`src/rtl/pacman_pkg.sv`:
```
// Shared definitions for the Pac-Man game logic: requester indices, tile-info
// field layout and the tile-query arbiter state encoding.
package pacman_pkg;

    // Requester indices on the shared maze lookup port.
    localparam int unsigned REQ_PACMAN = 0;
    localparam int unsigned REQ_BLINKY = 1;
    localparam int unsigned REQ_PINKY  = 2;
    localparam int unsigned REQ_INKY   = 3;
    localparam int unsigned REQ_CLYDE  = 4;
    localparam int unsigned NUM_REQ    = 5;

    // Tile info carries one 2-bit field per direction; up sits in the low bits.
    localparam int unsigned DIR_FIELD_W = 2;
    typedef enum logic [1:0] {
        DIR_UP    = 2'd0,
        DIR_LEFT  = 2'd1,
        DIR_DOWN  = 2'd2,
        DIR_RIGHT = 2'd3
    } dir_e;

    // Arbiter round states.
    typedef enum logic [1:0] {
        IDLE  = 2'd0,
        ARB   = 2'd1,
        DRAIN = 2'd2
    } arb_state_e;

    // Extract the 2-bit neighbour field for one direction from a tile-info word.
    function automatic logic [DIR_FIELD_W-1:0] tile_dir_field(input logic [7:0] info,
                                                              input dir_e       dir);
        return info[DIR_FIELD_W*int'(dir) +: DIR_FIELD_W];
    endfunction

endpackage

```
`src/rtl/rr_pick.sv`:
```
// Combinational round-robin picker: first set bit of the eligible mask at or
// after ptr, searching with wrap-around.
module rr_pick #(
    parameter int unsigned NREQ = 5,
    parameter int unsigned IdW  = 3
) (
    input  logic [NREQ-1:0] eligible,
    input  logic [IdW-1:0]  ptr,
    output logic [IdW-1:0]  grant_idx,
    output logic            any
);

    logic [IdW-1:0] cand;

    // Walk the candidates in priority order starting at ptr; keep the first hit.
    always_comb begin
        grant_idx = '0;
        any       = 1'b0;
        cand      = '0;
        for (int unsigned i = 0; i < NREQ; i++) begin
            cand = IdW'((32'(ptr) + i) % NREQ);
            if (!any && eligible[cand]) begin
                any       = 1'b1;
                grant_idx = cand;
            end
        end
    end

endmodule

```
`src/rtl/tile_query_arbiter.sv`:
```
// Shares the single maze tile-lookup port between Pac-Man and the ghosts.
// Each tick starts a round granting every requester valid at the tick at most
// one lookup, round-robin; results return LAT cycles later and are routed back
// to the issuing requester one cycle after capture.
module tile_query_arbiter
    import pacman_pkg::*;
#(
    parameter int unsigned NREQ   = 5,
    parameter int unsigned TILE_W = 7,
    parameter int unsigned INFO_W = 8,
    parameter int unsigned LAT    = 2
) (
    input  logic                     clk,
    input  logic                     rst,
    input  logic                     tick,
    input  logic [NREQ-1:0]          req_valid,
    input  logic [NREQ*2*TILE_W-1:0] req_tile,
    output logic [NREQ-1:0]          req_ready,
    output logic                     lk_valid,
    output logic [2*TILE_W-1:0]      lk_tile,
    input  logic [INFO_W-1:0]        lk_info,
    output logic [NREQ-1:0]          rsp_valid,
    output logic [INFO_W-1:0]        rsp_info,
    output logic                     busy,
    output logic                     round_done,
    output logic                     overrun
);

    localparam int unsigned IdW  = (NREQ > 1) ? $clog2(NREQ) : 1;
    localparam int unsigned CntW = $clog2(LAT + 2);
    localparam int unsigned TW   = 2 * TILE_W;

    arb_state_e               state_q, state_d;
    logic [NREQ-1:0]          mask_q, mask_d;
    logic [IdW-1:0]           ptr_q, ptr_d;
    logic [LAT-1:0]           pipe_vld_q;
    logic [LAT-1:0][IdW-1:0]  pipe_id_q;
    logic [CntW-1:0]          cnt_q, cnt_d;
    logic [NREQ-1:0]          rsp_valid_q, rsp_valid_d;
    logic [INFO_W-1:0]        rsp_info_q;
    logic                     done_q, done_d;
    logic                     overrun_q;

    logic [NREQ-1:0]          eligible;
    logic [IdW-1:0]           gnt_idx;
    logic                     gnt_any;
    logic                     grant;
    logic                     capture;

    // Requesters that dropped req_valid lose their slot for this round.
    assign eligible = mask_q & req_valid;
    assign grant    = (state_q == ARB) && gnt_any;
    assign capture  = pipe_vld_q[LAT-1];

    rr_pick #(
        .NREQ (NREQ),
        .IdW  (IdW)
    ) u_pick (
        .eligible  (eligible),
        .ptr       (ptr_q),
        .grant_idx (gnt_idx),
        .any       (gnt_any)
    );

    // Round FSM next state, grant strobes and lookup port drive.
    always_comb begin
        state_d   = state_q;
        mask_d    = mask_q;
        ptr_d     = ptr_q;
        done_d    = 1'b0;
        req_ready = '0;
        lk_valid  = 1'b0;
        lk_tile   = '0;
        unique case (state_q)
            IDLE: begin
                // A tick landing on the round_done cycle is an overrun, not a new round.
                if (tick && !done_q) begin
                    mask_d = req_valid;
                    if (req_valid == '0) begin
                        done_d = 1'b1;
                    end else begin
                        state_d = ARB;
                    end
                end
            end
            ARB: begin
                mask_d = eligible;
                if (grant) begin
                    mask_d[gnt_idx]    = 1'b0;
                    req_ready[gnt_idx] = 1'b1;
                    lk_valid           = 1'b1;
                    lk_tile            = req_tile[gnt_idx*TW +: TW];
                    ptr_d = (gnt_idx == IdW'(NREQ - 1)) ? '0 : gnt_idx + IdW'(1);
                end
                if (mask_d == '0) begin
                    state_d = DRAIN;
                end
            end
            DRAIN: begin
                if (cnt_q == '0 && pipe_vld_q == '0) begin
                    done_d  = 1'b1;
                    state_d = IDLE;
                end
            end
            default: state_d = IDLE;
        endcase
    end

    // In-flight count rises on a grant and falls as each result is captured.
    always_comb begin
        cnt_d       = cnt_q + CntW'(grant) - CntW'(capture);
        rsp_valid_d = capture ? (NREQ'(1) << pipe_id_q[LAT-1]) : '0;
    end

    // Round state, pointer and flags.
    always_ff @(posedge clk or negedge rst) begin
        if (!rst) begin
            state_q   <= IDLE;
            mask_q    <= '0;
            ptr_q     <= '0;
            cnt_q     <= '0;
            done_q    <= 1'b0;
            overrun_q <= 1'b0;
        end else begin
            state_q <= state_d;
            mask_q  <= mask_d;
            ptr_q   <= ptr_d;
            cnt_q   <= cnt_d;
            done_q  <= done_d;
            if (tick && (state_q != IDLE || done_q)) begin
                overrun_q <= 1'b1;
            end
        end
    end

    // Requester-ID pipeline matching the maze latency, then the response register.
    always_ff @(posedge clk or negedge rst) begin
        if (!rst) begin
            pipe_vld_q  <= '0;
            pipe_id_q   <= '0;
            rsp_valid_q <= '0;
            rsp_info_q  <= '0;
        end else begin
            pipe_vld_q[0] <= grant;
            pipe_id_q[0]  <= gnt_idx;
            for (int unsigned i = 1; i < LAT; i++) begin
                pipe_vld_q[i] <= pipe_vld_q[i-1];
                pipe_id_q[i]  <= pipe_id_q[i-1];
            end
            rsp_valid_q <= rsp_valid_d;
            rsp_info_q  <= capture ? lk_info : '0;
        end
    end

    assign rsp_valid  = rsp_valid_q;
    assign rsp_info   = rsp_info_q;
    assign busy       = (state_q != IDLE);
    assign round_done = done_q;
    assign overrun    = overrun_q;

endmodule
```
`config.mk`:
```
export PLATFORM = sky130hd
export DESIGN_NAME = tile_query_arbiter
export DESIGN_NICKNAME = d
export VERILOG_FILES = /design/src/rtl/pacman_pkg.sv /design/src/rtl/rr_pick.sv /design/src/rtl/tile_query_arbiter.sv
export SDC_FILE = /design/constraint.sdc
export NUM_CORES = 1
export LEC_CHECK = 0
export BUFFER_PORTS_ARGS = -buffer_cell sky130_fd_sc_hd__buf_4
export CORE_MARGIN = 2
export CORE_UTILIZATION = 48
export CTS_CLUSTER_SIZE = 30
export DETAILED_ROUTE_END_ITERATION = 10
export PLACE_DENSITY = 0.78
export SYNTH_ARGS = -nofsm -noshare
export SYNTH_HDL_FRONTEND = slang
export SYNTH_SLANG_ARGS = --single-unit
```
`constraint.sdc`:
```
create_clock -name clk -period 5.5 [get_ports clk]
set_clock_uncertainty 0.2 [all_clocks]
set_input_delay 0.55 -clock clk [delete_from_list [all_inputs] [get_ports clk]]
set_output_delay 0.55 -clock clk [all_outputs]
set_load 0.1 [all_outputs]
```
==> flow_summary.json, run 1 <==
{
  "status": "complete, but fails checks",
  "failed_checks": "negative setup slack",
  "numCtsBuffers": 5,
  "cp_slowest_cell": "a2111o_1",
  "synthArstFlopShare_pct": 100.0,
  "hold_viol": 0,
  "yosys_most_used_dff": "dfrtp_1",
  "dieWidth_um": 94.31,
  "arrival_ns": 4.90,
  "grt_max_degree": 36,
  "drtAntennaViolNets": 0,
  "vias": 4674,
  "synth_area_per_cell_um2": 8.139,
  "cts_tree": "done",
  "fin_hold_ws_ns": 0.007754,
  "drt-vias-per-instance": 6.282,
  "ys_types": 78,
  "rsz0062_at_grt": "true",
  "setup_viol": 14,
  "timing.fmax_ghz": 0.1771,
  "cts.htree.levels": 2,
  "start_util_pct": 50.14,
  "ys_seq_area_share_pct": 22.37,
  "clkTransAtPathRegs_ns": 0.08,
  "hp-class": "in -> async",
  "cts_sinks": 35,
  "wire_per_inst_um": 18.90,
  "critPathBufInv": 5,
  "dp_slack_ns": 0.01749,
  "r2r_end": "cnt_q[1]$_DFF_PN0_",
  "clock_latency_ns": 0.30,
  "synth_edf_count": 0,
  "grt_antenna_before_repair": 0,
  "grt_pass1_wl_mm": 21.38,
  "crit_required_ns": 4.75,
  "placedCellCount": 708,
  "coreArea_mm2": 0.007807,
  "drv_slew": 0,
  "die_h_um": 94.31,
  "dp_hpwl_mm": 9.968,
  "critical_path.cell_chain": "clkinvlp_4, ha_4, xnor2_4, inv_4, ha_4, or3b_1, o22ai_2, a21o_4, ha_4, nand2b_4, nand4b_1, o211ai_4, buf_6, nand3_1, a211o_1, and2_4, a2111o_1, nand3_4, buf_12, mux2i_1, nand2_1, and3_4, buf_12",
  "fp.dieArea_mm2": 0.008894,
  "cp-end-kind": "output port",
  "r2r-start": "ptr_q[1]$_DFFE_PN0P_",
  "grt_usage_pct": 30.22,
  "syn-cell-area_mm2": 0.003915,
  "most-common-layout-cells": "154 x buf_4, 39 x nand2_1, 33 x a21oi_1, 33 x dfrtp_1, 31 x mux2i_1",
  "cts-root-buf": "clkbuf_8",
  "crit_type": "reg -> out",
  "syn2layout_area_growth_pct": 52.29,
  "gp_congestion": 0.9589,
  "min_period_ns": 5.646,
  "fin_crit_sh_pct": 102.6,
  "rows": 32,
  "routed_wl_mm": 14.06,
  "cp_common_cell": "ha_4",
  "synth_seq_cells": 35,
  "synth_fp_nets": 591,
  "drc": 0,
  "post-route-util_pct": 76.36,
  "maxCapViolations": 0,
  "diodes": 0,
  "dr.first_iter.drc_count": 497,
  "grt_pass1_vias": 4557,
  "rrSetupSlack_ns": 0.49,
  "ys.warnings.count": 0,
  "slew_headroom_pct": 51.76,
  "nFillCells": 540,
  "drt_first_pass_iters": 5,
  "synthCells": 481,
  "fin_ws_ns": -0.1457,
  "final_common_cell": "buf_4",
  "ios": 122,
  "final_cells": 744,
  "max_stage_delay_ns": 0.40,
  "max_slew.worst_pin.slew_ns": 0.7136,
  "cpLargestDelayFamily": "simple AND/OR/NAND/NOR gates",
  "grt_overflow_total": 0,
  "crit_path_max_fanout": 11,
  "cts_buffer_depth": 2,
  "cp-start-kind": "register",
  "place.port_buffers": 121,
  "layout.nets": 751,
  "r2r_cells": 25,
  "cts_hold_buf": 0,
  "drive_above_1_share_pct": 41.12
}
-- timing repair --
action                                  4_1_cts  5_1_grt
endpoints found under the setup margin       17       18
resized for setup                            46       42
gates cloned                                  3        0
pin swaps                                     7       11
setup buffers                                21        6
-- synthesized netlist by cell type (3+ instances only) --
| cell | count | area share (%) |
|---|---|---|
| a211oi_1 | 5 | 0.96 |
| a21o_1 | 5 | 0.96 |
| a21oi_1 | 35 | 4.5 |
| a22oi_1 | 8 | 1.5 |
| a311oi_1 | 4 | 0.89 |
| a31oi_1 | 7 | 1.1 |
| and2_1 | 13 | 2.1 |
| and3_1 | 19 | 3.0 |
| buf_2 | 6 | 0.77 |
| buf_6 | 6 | 1.7 |
| clkbuf_1 | 14 | 1.3 |
| dfrtp_1 | 35 | 22 |
| ha_1 | 23 | 7.4 |
| inv_1 | 16 | 1.5 |
| inv_2 | 3 | 0.29 |
| mux2i_1 | 33 | 8.4 |
| nand2_1 | 39 | 3.7 |
| nand2b_1 | 12 | 1.9 |
| nand3_1 | 17 | 2.2 |
| nand3b_1 | 8 | 1.5 |
| nand4_1 | 4 | 0.64 |
| nor2_1 | 29 | 2.8 |
| nor2b_1 | 5 | 0.80 |
| nor3_1 | 8 | 1.0 |
| nor3b_1 | 6 | 1.2 |
| o211ai_1 | 3 | 0.58 |
| o21a_1 | 3 | 0.58 |
| o21ai_0 | 20 | 2.6 |
| o21ai_1 | 4 | 0.51 |
| o22ai_1 | 19 | 3.0 |
| o31ai_1 | 7 | 1.3 |
| xnor2_1 | 7 | 1.6 |
-- sequential cells by signal, indices dropped and copies added (netlist names) --
| name | cells |
|---|---|
| round_done | 1 |
| overrun | 1 |
| rsp_valid | 5 |
| rsp_info | 8 |
| cnt_q | 2 |
| mask_q | 5 |
| pipe_id_q | 6 |
| ptr_q | 3 |
| state_q | 2 |
| pipe_vld_q | 2 |
-- logic make-up (layout without fill, tap and decap cells) --
kind of cell	count (synthesis)	in the layout	share of synthesized area, %
AO/OA/AOI/OAI	154	154	28.00
XOR/XNOR	10	10	2.909
adder cells (fa/ha/maj)	25	25	8.118
buffers and inverters	49	210	6.200
flip-flops	35	35	22.37
multiplexers	33	33	8.437
AND/OR/NAND/NOR	175	175	23.97
-- worst max-delay path by stage --
stage	from	end	slack (ns)	cells after the start
finish	ptr_q[1]$_DFFE_PN0P_	lk_tile[11]	-0.15	23
global route	ptr_q[1]$_DFFE_PN0P_	lk_tile[13]	-0.27	23
CTS	ptr_q[1]$_DFFE_PN0P_	lk_tile[3]	-0.03	23
detailed placement	ptr_q[1]$_DFFE_PN0P_	lk_tile[12]	0.02	22
global placement	ptr_q[1]$_DFFE_PN0P_	lk_tile[2]	0.20	22
floorplan	ptr_q[1]$_DFFE_PN0P_	lk_tile[0]	-0.02	22
-- worst register-to-register path, delay by kind of cell, from the launching register on --
kind | cells | cell delay, ns
AO/OA/AOI/OAI | 5 | 1.00
XOR/XNOR | 3 | 0.48
adder cells (fa/ha/maj) | 5 | 1.03
buffers and inverters | 7 | 0.93
flip-flops | 1 | 0.39
AND/OR/NAND/NOR | 5 | 0.90
-- layout make-up --
type | instances | area (µm²) | share of cell area, %
Multi-Input combinational cell | 397 | 3100 | 52.00
Timing Repair Buffer | 182 | 1679 | 28.16
Sequential cell | 35 | 878.3 | 14.73
Tap cell | 102 | 127.6 | 2.141
Inverter | 20 | 87.58 | 1.469
Clock buffer | 5 | 68.82 | 1.154
Clock inverter | 3 | 20.02 | 0.3358
-- stage by stage --
step	cell area, µm²	setup TNS, ns
global route	5962	-3.375
floorplan	4128	-0.2124
detailed placement	5253	0
finish	5962	-1.575
global placement	5253	0
CTS	5781	-0.06930
-- layer usage --
layer  wire length, µm  GRT usage [%]  vias up
met2              6978          51.37      294
met3              1165          4.013       43
met5                 0              0        -
met4               487          12.20        0
li1                  -              -     2109
met1              5429          38.75     2228
Power of run 1 is not shown: default switching activity piles up to over one toggle a cycle in this logic, so the estimate is an artifact.
==> inputs of run 2 (changes only) <==
--- a/config.mk
+++ b/config.mk
@@ -5,12 +5,14 @@
 export SDC_FILE = /design/constraint.sdc
 export NUM_CORES = 1
 export LEC_CHECK = 0
+export ABC_AREA = 1
 export BUFFER_PORTS_ARGS = -buffer_cell sky130_fd_sc_hd__buf_4
 export CORE_MARGIN = 2
-export CORE_UTILIZATION = 48
+export CORE_UTILIZATION = 47
 export CTS_CLUSTER_SIZE = 30
 export DETAILED_ROUTE_END_ITERATION = 10
-export PLACE_DENSITY = 0.78
+export PLACE_DENSITY = 0.77
+export SKIP_CTS_REPAIR_TIMING = 1
 export SYNTH_ARGS = -nofsm -noshare
 export SYNTH_HDL_FRONTEND = slang
 export SYNTH_SLANG_ARGS = --single-unit
==> run 2 against run 1 <==
Net effect:
- highest routed layer unchanged
- cell count shrank 1.2%
- global-route usage down 4.7 points
- utilization decreased by 8.1 points
- the flow now finishes without violations
- final area is 12% lower
- clock-buffer cell count did not move
- setup slack improved by 0.31 ns
- synthesized cell count rose by 3.5%
==> flow_summary.json, run 2 <==
{
  "largest_reg_flops": 8,
  "routed_wl_mm": 11.45,
  "cp-end-kind": "output port",
  "grt_antenna_before_repair": 0,
  "wire_per_inst_um": 15.58,
  "dpl-instance-area_mm2": 0.004752,
  "vias": 3923,
  "drc": 0,
  "cts_buffer_depth": 2,
  "clkTransAtPathRegs_ns": 0.08,
  "drv_slew": 0,
  "synthTopCellsByArea": "dfrtp_1 24%, nand2_1 11%, ha_1 7.9%, inv_1 5.8%, a21oi_1 4.1%",
  "coreArea_mm2": 0.007647,
  "place.port_buffers": 121,
  "cp-start-kind": "register",
  "cts_sinks": 35,
  "rsz0062_at_grt": "true",
  "status": "completed",
  "drive_above_1_share_pct": 43.92,
  "crit_type": "reg -> out",
  "min_period_ns": 5.335,
  "grt_pass1_vias": 3887,
  "syn-cell-area_mm2": 0.003665,
  "synthArstFlopShare_pct": 100.0,
  "synth_area_per_cell_um2": 7.359,
  "synthCells": 498,
  "slew_headroom_pct": 70.46,
  "timing.fmax_ghz": 0.1874,
  "cts.htree.levels": 2,
  "clock_latency_ns": 0.29,
  "dp_hpwl_mm": 8.516,
  "synth_top_area_share_pct": 23.90,
  "final_common_cell": "buf_4",
  "dieWidth_um": 92.30,
  "yosys_most_used_dff": "dfrtp_1",
  "cts_tree": "done",
  "drtAntennaViolNets": 0,
  "max_slew.worst_pin.slew_ns": 0.4431,
  "die_h_um": 92.30,
  "diodes": 0,
  "grt_pass1_wl_mm": 17.88,
  "hold_viol": 0,
  "cts-root-buf": "clkbuf_8",
  "numCtsBuffers": 5,
  "grt_usage_pct": 25.50,
  "start_util_pct": 47.92,
  "drt_first_pass_iters": 6,
  "maxCapViolations": 0,
  "grt_overflow_total": 0,
  "fin_crit_sh_pct": 97.00,
  "cpLargestDelayFamily": "simple AND/OR/NAND/NOR gates",
  "layout.nets": 742,
  "synth_seq_cells": 35,
  "fp.dieArea_mm2": 0.008519,
  "gp_congestion": 0.9445,
  "setup_viol": 0,
  "arrival_ns": 4.58,
  "ys_seq_area_share_pct": 23.90,
  "nFillCells": 643,
  "dr.first_iter.drc_count": 140,
  "rows": 32,
  "grt_max_degree": 36,
  "yosysTopAreaCell": "dfrtp_1",
  "synth_fp_nets": 608,
  "ys_types": 46,
  "hp-class": "in -> async",
  "synth_edf_count": 0,
  "most-common-layout-cells": "123 x buf_4, 106 x nand2_1, 55 x inv_1",
  "crit_path_max_fanout": 11,
  "ys.warnings.count": 0,
  "synth.most_common_cell": "nand2_1",
  "cp_slowest_cell": "dfrtp_2",
  "ios": 122,
  "drt-vias-per-instance": 5.337,
  "syn2layout_area_growth_pct": 42.44,
  "final_area_mm2": 0.005220,
  "critPathBufInv": 5,
  "crit_required_ns": 4.75,
  "max_stage_delay_ns": 0.41,
  "ys_top_cells_by_count": "107 x nand2_1, 57 x inv_1, 35 x dfrtp_1"
}
run 2: cell types whose count changed after synthesis, sizes merged, moves of 8 or more:
| cell | delta |
|---|---|
| nor3 | +12 |
| and2 | -12 |
| clkbuf | -12 |
| a22oi | -8 |
| nand2b | -12 |
| mux2i | -32 |
| nand2 | +99 |
| inv | +50 |
| o22ai | -19 |
| a21boi | +12 |
| nand3 | +24 |
| and3 | -19 |
run 2: layout make-up:
class	count	area (µm²)	area share, %
timing repair buffer	141	1182	22.65
multi-input combinational	378	2638	50.53
clock buffer	5	68.82	1.318
sequential	35	877.1	16.80
inverter	70	276.5	5.297
timing repair inverter	1	6.256	0.1198
clock inverter	3	43.79	0.8389
tap	102	127.6	2.445
run 2: cell families after synthesis:
group                    synth area share (%)
XOR/XNOR                                1.878
flip-flops                              23.90
adder cells (fa/ha/maj)                 8.399
multiplexers                           0.2731
AO/OA/AOI/OAI                           17.51
AND/OR/NAND/NOR                         37.83
buffers and inverters                   10.21
run 2: metal layers:
metal	global-route usage [%]	up-vias	wire [µm]
met5	0	-	0
met4	6.592	0	296
met3	3.662	32	540
met2	46.11	131	5858
met1	31.75	1856	4753
li1	-	1904	-
run 2: worst reg2reg max path, stage by stage, from the launching register on:
cell and delay, ns:
dfrtp_2 0.41, clkinvlp_4 0.17, ha_4 0.32, nor3_1 0.05
nor2_1 0.17, xor2_1 0.24, ha_1 0.21, fa_1 0.18
inv_1 0.04, nor2_1 0.20, nand2_2 0.13, o21ai_2 0.23
inv_1 0.10, nand3_1 0.08, nand2_1 0.10, a21oi_4 0.21
nand3_4 0.12, nor2_8 0.21, nand2_4 0.09, nor2_4 0.14
nor2_8 0.07, buf_4 0.13, o21ai_1 0.20, nand2_1 0.10
nor2_2 0.12, nand2_1 0.07, nand2_1 0.06, o31ai_1 0.06
run 2: path summary, 6_finish.rpt:
path / endpoint / depth (start not counted) / from / slack [ns]
max in group asynchronous: ptr_q[1]$_DFFE_PN0P_ / 1 / rst / 4.77
worst min register to register: pipe_id_q[3]$_DFF_PN0_ / 0 / pipe_id_q[0]$_DFF_PN0_ / 0.15
worst max register to register: state_q[0]$_DFFE_PN0P_ / 27 / ptr_q[1]$_DFFE_PN0P_ / 0.97
worst min-delay path: rsp_valid[3]$_DFF_PN0_ / 1 / rst / 0.0004
worst max-delay path: lk_tile[1] / 25 / ptr_q[1]$_DFFE_PN0P_ / 0.17
min in group clk: pipe_id_q[3]$_DFF_PN0_ / 0 / pipe_id_q[0]$_DFF_PN0_ / 0.15
run 2: metrics by stage:
stage | util (%) | hold WS [ns] | instances | TNS, ns | setup slack, ns
finish | 68.26 | 0.0004082 | 735 | 0 | 0.1652
global route | 68.26 | 0.02580 | 735 | -1.251 | -0.1049
CTS | 63.61 | 0.01412 | 722 | -3.002 | -0.2432
detailed placement | 62.14 | 0.1365 | 714 | 0 | 0.1002
global placement | 62.14 | 0.1329 | 714 | 0 | 0.2754
floorplan | - | 0.05441 | 498 | 0 | 0.06458
Power of run 2 is left out for the same reason.
